File: src/rtl/note_memory_player_pkg.sv
// Shared definitions for the note memory player: note word layout, tone constants, FSM states.
// Latency: n/a (constants and pure functions only).
// Backpressure: n/a.
//
// Contents: DATA_WIDTH of a note word, NOTE/OCTAVE field bounds, the seven mid-octave
// half-periods at 100 MHz, the player state encoding and the note-word decode helpers.
package note_memory_player_pkg;

    localparam int DATA_WIDTH = 10;
    localparam int NOTE_LSB   = 0;
    localparam int NOTE_MSB   = 6;
    localparam int OCTAVE_LSB = 7;
    localparam int OCTAVE_MSB = 9;
    localparam int HP_WIDTH   = 20;

    // Mid-octave half-periods in 100 MHz clk cycles
    localparam logic [HP_WIDTH-1:0] HP_C = 20'd191113;
    localparam logic [HP_WIDTH-1:0] HP_D = 20'd170262;
    localparam logic [HP_WIDTH-1:0] HP_E = 20'd151686;
    localparam logic [HP_WIDTH-1:0] HP_F = 20'd143172;
    localparam logic [HP_WIDTH-1:0] HP_G = 20'd127551;
    localparam logic [HP_WIDTH-1:0] HP_A = 20'd113636;
    localparam logic [HP_WIDTH-1:0] HP_B = 20'd101239;

    typedef enum logic [2:0] {
        ST_IDLE,
        ST_REWIND,
        ST_REQ,
        ST_WAIT,
        ST_PLAY,
        ST_GAP,
        ST_DONE
    } state_t;

    // Lowest set note bit wins (two's-complement isolate-lowest-one trick)
    function automatic logic [6:0] pick_note(input logic [6:0] bits);
        return bits & (~bits + 7'd1);
    endfunction

    // Octave one-hot {high,mid,low}; high beats mid beats low, nothing set means mid
    function automatic logic [2:0] pick_octave(input logic [2:0] bits);
        logic [2:0] oct;
        oct = 3'b010;
        if (bits[2])      oct = 3'b100;
        else if (bits[1]) oct = 3'b010;
        else if (bits[0]) oct = 3'b001;
        return oct;
    endfunction

    // Half-period for a decoded note/octave; rest (no note bit) yields 0
    function automatic logic [HP_WIDTH-1:0] half_period(input logic [6:0]  note_oh,
                                                        input logic [2:0]  oct_oh,
                                                        input int unsigned shift);
        logic [HP_WIDTH-1:0] hp;
        hp = '0;
        case (note_oh)
            7'b0000001: hp = HP_C;
            7'b0000010: hp = HP_D;
            7'b0000100: hp = HP_E;
            7'b0001000: hp = HP_F;
            7'b0010000: hp = HP_G;
            7'b0100000: hp = HP_A;
            7'b1000000: hp = HP_B;
            default:    hp = '0;
        endcase
        if (oct_oh[2])      hp = hp >> 1;
        else if (oct_oh[0]) hp = hp << 1;
        return hp >> shift;
    endfunction

endpackage

File: src/rtl/note_memory_player_tone_generator.sv
// Square-wave generator: toggles o_buzzer every i_half_period cycles while enabled.
// Latency: first toggle i_half_period cycles after i_enable rises; clears one edge after drop.
// Backpressure: none; free-running while enabled.
//
// Ports: clk, rst_n (sync, active-low), i_half_period, i_enable, o_buzzer.
module note_memory_player_tone_generator
    import note_memory_player_pkg::*;
(
    input  logic                clk,
    input  logic                rst_n,
    input  logic [HP_WIDTH-1:0] i_half_period,
    input  logic                i_enable,
    output logic                o_buzzer
);

    logic [HP_WIDTH-1:0] r_cnt;
    logic                r_buzzer;

    // Holding the counter at zero while disabled gives a clean reload on every note start
    always_ff @(posedge clk) begin
        if (!rst_n || !i_enable) begin
            r_cnt    <= '0;
            r_buzzer <= 1'b0;
        end else if (r_cnt == i_half_period - 20'd1) begin
            r_cnt    <= '0;
            r_buzzer <= ~r_buzzer;
        end else begin
            r_cnt <= r_cnt + 20'd1;
        end
    end

    assign o_buzzer = r_buzzer;

endmodule

File: src/rtl/note_memory_player.sv
// Note memory player: reads note words from a note memory and sounds each one on the buzzer.
// Latency: start -> rewind 1 cycle, read 1 cycle, wait 1 cycle, then note plays NOTE_CYCLES + GAP_CYCLES.
// Backpressure: one outstanding read; memory not ready on a read means end of song.
//
// Ports: clk, rst_n (sync, active-low), start/stop pulses, mem_data/mem_ready from memory,
// mem_read_en/mem_read_rst to memory, buzzer, playing, song_done, note_led, octave_led.
// Build option: define PLAYER_LOOP_EN to rewind and replay endlessly at end of song.
module note_memory_player
    import note_memory_player_pkg::*;
#(
    parameter int unsigned NOTE_CYCLES      = 50_000_000,
    parameter int unsigned GAP_CYCLES       = 5_000_000,
    parameter int unsigned TONE_SCALE_SHIFT = 0
) (
    input  logic                  clk,
    input  logic                  rst_n,
    input  logic                  start,
    input  logic                  stop,
    input  logic [DATA_WIDTH-1:0] mem_data,
    input  logic                  mem_ready,
    output logic                  mem_read_en,
    output logic                  mem_read_rst,
    output logic                  buzzer,
    output logic                  playing,
    output logic                  song_done,
    output logic [6:0]            note_led,
    output logic [2:0]            octave_led
);

    localparam logic [31:0] NOTE_LAST = 32'(NOTE_CYCLES - 1);
    localparam logic [31:0] GAP_LAST  = 32'(GAP_CYCLES - 1);

    state_t              r_state;
    logic [31:0]         r_cnt;
    logic                r_read_en;
    logic                r_read_rst;
    logic                r_playing;
    logic                r_song_done;
    logic [6:0]          r_note;
    logic [2:0]          r_oct;
    logic [HP_WIDTH-1:0] r_half;
    logic                r_tone_en;

    logic [6:0]          w_note_oh;
    logic [2:0]          w_oct_oh;
    logic [HP_WIDTH-1:0] w_half;
    logic                w_play_end;
    logic                w_tone_en;

    assign w_note_oh = pick_note(mem_data[NOTE_MSB:NOTE_LSB]);
    assign w_oct_oh  = pick_octave(mem_data[OCTAVE_MSB:OCTAVE_LSB]);
    assign w_half    = half_period(w_note_oh, w_oct_oh, TONE_SCALE_SHIFT);

    // Gate the tone enable on the same cycle the FSM leaves PLAY (or sees stop) so the
    // buzzer is already low on the first GAP/IDLE cycle instead of one cycle later.
    assign w_play_end = (r_state == ST_PLAY) && (r_cnt == NOTE_LAST);
    assign w_tone_en  = r_tone_en && !stop && !w_play_end;

    always_ff @(posedge clk) begin
        if (!rst_n) begin
            r_state     <= ST_IDLE;
            r_cnt       <= '0;
            r_read_en   <= 1'b0;
            r_read_rst  <= 1'b0;
            r_playing   <= 1'b0;
            r_song_done <= 1'b0;
            r_note      <= '0;
            r_oct       <= '0;
            r_half      <= '0;
            r_tone_en   <= 1'b0;
        end else begin
            // Pulse outputs default low; a transition below raises them for exactly one cycle
            r_read_en   <= 1'b0;
            r_read_rst  <= 1'b0;
            r_song_done <= 1'b0;
            if (stop) begin
                r_state   <= ST_IDLE;
                r_cnt     <= '0;
                r_playing <= 1'b0;
                r_note    <= '0;
                r_oct     <= '0;
                r_tone_en <= 1'b0;
            end else begin
                case (r_state)
                    ST_IDLE, ST_DONE: begin
                        r_state <= ST_IDLE;
                        if (start) begin
                            r_state    <= ST_REWIND;
                            r_read_rst <= 1'b1;
                            r_playing  <= 1'b1;
                        end
                    end
                    ST_REWIND: begin
                        r_state   <= ST_REQ;
                        r_read_en <= 1'b1;
                    end
                    ST_REQ: begin
                        r_state <= ST_WAIT;
                    end
                    ST_WAIT: begin
                        if (mem_ready) begin
                            r_state   <= ST_PLAY;
                            r_cnt     <= '0;
                            r_note    <= w_note_oh;
                            r_oct     <= w_oct_oh;
                            r_half    <= w_half;
                            r_tone_en <= |w_note_oh;
                        end else begin
                            r_song_done <= 1'b1;
`ifdef PLAYER_LOOP_EN
                            r_state    <= ST_REWIND;
                            r_read_rst <= 1'b1;
`else
                            r_state   <= ST_DONE;
                            r_playing <= 1'b0;
                            r_oct     <= '0;
`endif
                        end
                    end
                    ST_PLAY: begin
                        if (w_play_end) begin
                            r_state   <= ST_GAP;
                            r_cnt     <= '0;
                            r_note    <= '0;
                            r_tone_en <= 1'b0;
                        end else begin
                            r_cnt <= r_cnt + 32'd1;
                        end
                    end
                    ST_GAP: begin
                        if (r_cnt == GAP_LAST) begin
                            r_state   <= ST_REQ;
                            r_cnt     <= '0;
                            r_read_en <= 1'b1;
                        end else begin
                            r_cnt <= r_cnt + 32'd1;
                        end
                    end
                    default: r_state <= ST_IDLE;
                endcase
            end
        end
    end

    note_memory_player_tone_generator u_tone_generator (
        .clk           (clk),
        .rst_n         (rst_n),
        .i_half_period (r_half),
        .i_enable      (w_tone_en),
        .o_buzzer      (buzzer)
    );

    assign mem_read_en  = r_read_en;
    assign mem_read_rst = r_read_rst;
    assign playing      = r_playing;
    assign song_done    = r_song_done;
    assign note_led     = r_note;
    assign octave_led   = r_oct;

endmodule
File: config.mk
export PLATFORM = sky130hd
export DESIGN_NAME = note_memory_player
export DESIGN_NICKNAME = d
export VERILOG_FILES = /design/src/rtl/note_memory_player_pkg.sv /design/src/rtl/note_memory_player_tone_generator.sv /design/src/rtl/note_memory_player.sv
export SDC_FILE = /design/constraint.sdc
export NUM_CORES = 1
export LEC_CHECK = 0
export CAP_MARGIN = 0
export CORE_MARGIN = 1
export CORE_UTILIZATION = 55
export DETAILED_ROUTE_END_ITERATION = 12
export MAX_ROUTING_LAYER = met4
export PLACE_DENSITY = 0.8
export SYNTH_ARGS = -nofsm -noshare
export SYNTH_HDL_FRONTEND = slang
export SYNTH_HIERARCHICAL = 1
export SYNTH_SLANG_ARGS = --single-unit
File: constraint.sdc
create_clock -name clk -period 2.4 [get_ports clk]
set_input_delay 0.48 -clock clk [delete_from_list [all_inputs] [get_ports clk]]
set_output_delay 0.48 -clock clk [all_outputs]
set_load 0.02 [all_outputs]
==> metrics.sh <==
MOSTFREQUENTLAYOUTCELLS='sky130_fd_sc_hd__dfxtp_1 (87), sky130_fd_sc_hd__buf_4 (73), sky130_fd_sc_hd__nor2_1 (63), sky130_fd_sc_hd__nand2_1 (61), sky130_fd_sc_hd__a21oi_1 (40)'
TIMING.FINAL.CRIT_PERIOD_PS=2690
TIGHTEST_SLEW_PS=555
TIMING.MAX_CAP.VIOLATIONS=0
REG2REG_SLACK_PS=-290
DRC_ERRORS=0
HPWLAFTERDP_UM=10600
SYNTH_CELLS=678
REPORT.FINAL.HOLD_VIOL_COUNT=0
SETUP_VIOL=22
DOMINANT_COMBINATIONAL_CELL_FAMILY_BY_AREA_AFTER_SYNTHESIS='simple AND/OR/NAND/NOR gates'
TIMING.FINAL.WS_SETUP_PS=-292
FP.COREAREA_MM2=0.00933
MIN_PERIOD_OVER_PERIOD=1.12
TRITONCTS='done'
SETUP.WORST_PATH.CLASS='reg -> reg'
PROPORTION_OF_LAYOUT_CELLS_WITH_A_DRIVE_SUFFIX_ABOVE_1=0.204
YS_TYPES=75
POWER_LEAKAGE_nW=2.45
YOSYS.AREA_SHARE.XOR_XNOR=0.0915
DRT-VIAS-PER-INSTANCE=6.17
CLOCK_TREE.ROOT_CELL='sky130_fd_sc_hd__clkbuf_8'
CLKLATENCYLATEPIN_PS=360
FILLER_CELL_COUNT=703
R2R-START='r_half[1]$_SDFFE_PN0P_'
HOLD_PATH_STARTPOINT='octave_led[2]$_SDFFE_PP0P_'
DETAILEDROUTE.FIRSTPASSITERATIONCOUNT=7
ANTENNA_CELLS=0
FLOORPLAN.IO_PINS=30
DIE_AREA_MM2=0.0101
FIN_TNS_SETUP_PS=-5100
CTSHTREEMAXLEVEL=3
POST_SYNTH_INSTANCE_AREA_MM2=0.00536
SYNTH-ASYNC-RESET-RATIO=0
WORST_SETUP_PATH_END_KIND='register'
POSTROUTEWIRELENGTH_UM=15200
DIE-HEIGHT_UM=101
RUN_STATUS='finished with violations'
ROUTABILITYCONGESTION=0.952
DRV_SLEW=0
DRT_FIRST_ITER_VIOLATIONS=311
ROUTED_WIRE_LENGTH_PER_INSTANCE_UM=17.1
FINAL_NON_FILLER_CELLS=894
RSZ0062_AT_GRT='yes'
WORST-ENDPOINT-ARRIVAL_PS=2940
CTS_MADE_BUFFERS=9
SYNTHESIS_TO_LAYOUT_AREA_GROWTH_PCT=23.8
FINAL_COMMON_CELL='sky130_fd_sc_hd__dfxtp_1'
POSTSYNTHREGISTERBITS=90
MAXCLOCKFREQUENCY_GHz=0.371
NUMBER_OF_ENABLE_TYPE_REGISTER_CELLS_IN_THE_SYNTHESIZED_NETLIST=0
CP_DATA_REQUIRED_TIME_PS=2650
VIAS=5515
YS_DOMINANT_REG_CELL='sky130_fd_sc_hd__dfxtp_1'
SEQ_TOTAL_AREA_YOSYS=0.336
MAPPEDNETLISTNETS=696
NUMPLACEDINSTANCES=871
MAXSLEWHEADROOM=0.629
SYNTH.AVG_CELL_AREA_UM2=7.91
NUMPORTBUFFERS=29
PWR_DENSITY_CELL_mW_PER_MM2=428
CRITPATHLAUNCH='r_half[1]$_SDFFE_PN0P_'
YOSYSTOPAREACELL='sky130_fd_sc_hd__dfxtp_1'
CORE_UTIL_FINAL=0.712
INITIAL_CORE_UTIL=0.575
SYNTHADDERAREAFRAC=0.00700
CTS_BUFFER_DEPTH=2
ANTENNA_FOUND_INITIAL=0
CLKTRANSATPATHREGS_PS=90
STD_CELL_ROWS=35
CP-START-KIND='register'
WORSTHOLDPATHTYPE='reg -> reg'
GRT_START_MAX_NET_PINS=33
DIE_W_UM=101
VIOLATIONS='setup timing'
NNETSFINAL=779
GLOBAL_ROUTE.USAGE.TOTAL=0.310
FIRST_GLOBAL_VIAS=5255
WORST_CLOCK_SKEW_PS=13.8
NETLIST.AREA_LEADER.SHARE=0.336
SYNTH_COMPOUND_GATE_AREA_SHARE=0.187
SYNTH_SIMPLE_GATE_AREA_SHARE=0.330
REMAINING_OVERFLOW_GRT=0
CRITPATHMAXFANOUT=5
CLKSINKCOUNT=90
YOSYS_WARNINGS=6
GRT_FIRST_PASS_WIRELENGTH_UM=24500
MUXSHAREOFSYNTHAREA=0.00560
SYNTH_AREA_LEADERS='sky130_fd_sc_hd__dfxtp_1 (34%), sky130_fd_sc_hd__xor2_1 (5.4%), sky130_fd_sc_hd__nor2_1 (4.5%)'
PEAKVDDDROP_mV=0.382
FINAL_ANTENNA_NET_COUNT=0
[power by group]
part           switching [mW]  internal [mW]  total (mW)  leakage, nW
combinational           0.121         0.0922       0.213         1.63
clock                   0.555          0.580        1.13       0.0984
sequential            0.00447           1.49        1.50        0.727
[routing by layer]
layer | share of wire | GRT usage | up-vias
met5 | 0 | - | -
met1 | 0.40 | 0.357 | 2608
met3 | 0.058 | 0.0506 | 54
li1 | - | - | 2629
met4 | 0.031 | 0.124 | 0
met2 | 0.51 | 0.537 | 224
[registers in the layout, indices dropped and copies added, names as in the netlist, 3 cells and up]
name / count
r_cnt: 32
note_led: 7
octave_led: 3
r_half: 19
r_state: 3
u_tone_generator/r_cnt: 20
[worst max-delay path, cell delays in order (launching register included)]
cell and delay [ps]:
sky130_fd_sc_hd__dfxtp_4 370, sky130_fd_sc_hd__nor4_4 350, sky130_fd_sc_hd__nand4_1 240, sky130_fd_sc_hd__or3b_1 430, sky130_fd_sc_hd__a211oi_1 420, sky130_fd_sc_hd__o2111ai_2 200, sky130_fd_sc_hd__o21ai_2 240, sky130_fd_sc_hd__buf_6 150
sky130_fd_sc_hd__clkbuf_16 140, sky130_fd_sc_hd__nor2_2 40
[cell usage after synthesis (7+ instances only)]
master and n:
sky130_fd_sc_hd__nor2b_1 10, sky130_fd_sc_hd__and3_1 11, sky130_fd_sc_hd__a31oi_1 8, sky130_fd_sc_hd__clkbuf_1 26, sky130_fd_sc_hd__nor4_1 12, sky130_fd_sc_hd__xnor2_1 23, sky130_fd_sc_hd__nand4_1 29, sky130_fd_sc_hd__nand3_1 32
sky130_fd_sc_hd__a21oi_1 42, sky130_fd_sc_hd__nand2_1 63, sky130_fd_sc_hd__or3_1 11, sky130_fd_sc_hd__inv_1 13, sky130_fd_sc_hd__dfxtp_1 90, sky130_fd_sc_hd__nor2_1 65, sky130_fd_sc_hd__nand2b_1 12, sky130_fd_sc_hd__nor3_1 21
sky130_fd_sc_hd__o21ai_0 28, sky130_fd_sc_hd__o211ai_1 7, sky130_fd_sc_hd__xor2_1 33, sky130_fd_sc_hd__nor2_2 19
[logic make-up after synthesis]
| kind of cell | count (synthesis) |
|---|---|
| AO/OA/AOI/OAI | 148 |
| XOR/XNOR | 56 |
| adder cells (fa/ha/maj) | 3 |
| buffers and inverters | 51 |
| flip-flops | 90 |
| multiplexers | 3 |
| other | 1 |
| AND/OR/NAND/NOR | 326 |
[worst paths after layout]
kind / cells after the start / end
hold / removal: 2 / octave_led[2]$_SDFFE_PP0P_
setup reg to reg: 9 / u_tone_generator/r_cnt[11]$_SDFF_PP0_
hold reg to reg: 2 / octave_led[2]$_SDFFE_PP0P_
setup / recovery: 9 / u_tone_generator/r_cnt[11]$_SDFF_PP0_
[cell type report]
type | instances | area (um2) | area share
Multi-Input combinational cell | 537 | 3460 | 0.521
Sequential cell | 90 | 1810 | 0.273
Timing Repair Buffer | 110 | 953 | 0.144
Tap cell | 129 | 161 | 0.0243
Clock buffer | 10 | 128 | 0.0192
Clock inverter | 5 | 80.1 | 0.0121
Inverter | 13 | 48.8 | 0.00735
[what timing repair did]
item / in CTS / in global routing
pin swaps: 4 / 17
resized for setup: 14 / 24
gates cloned: 1 / 2
endpoints found under the hold margin: 0 / 0
hold buffers: 0 / 0
setup buffers: 2 / 4
setup endpoints to repair: 22 / 37
[through the flow]
step                total power [mW]  setup slack [ps]  hold slack [ps]  cell area (um2)
floorplan                       1.65              5.59              449             5360
global placement                1.74             -55.8              444             6210
detailed placement              1.74              -147              457             6210
CTS                             2.86              -147              470             6520
global route                    2.95              -364              504             6640
finish                          2.85              -292              466             6640
Power figures use the tool's default switching activity.
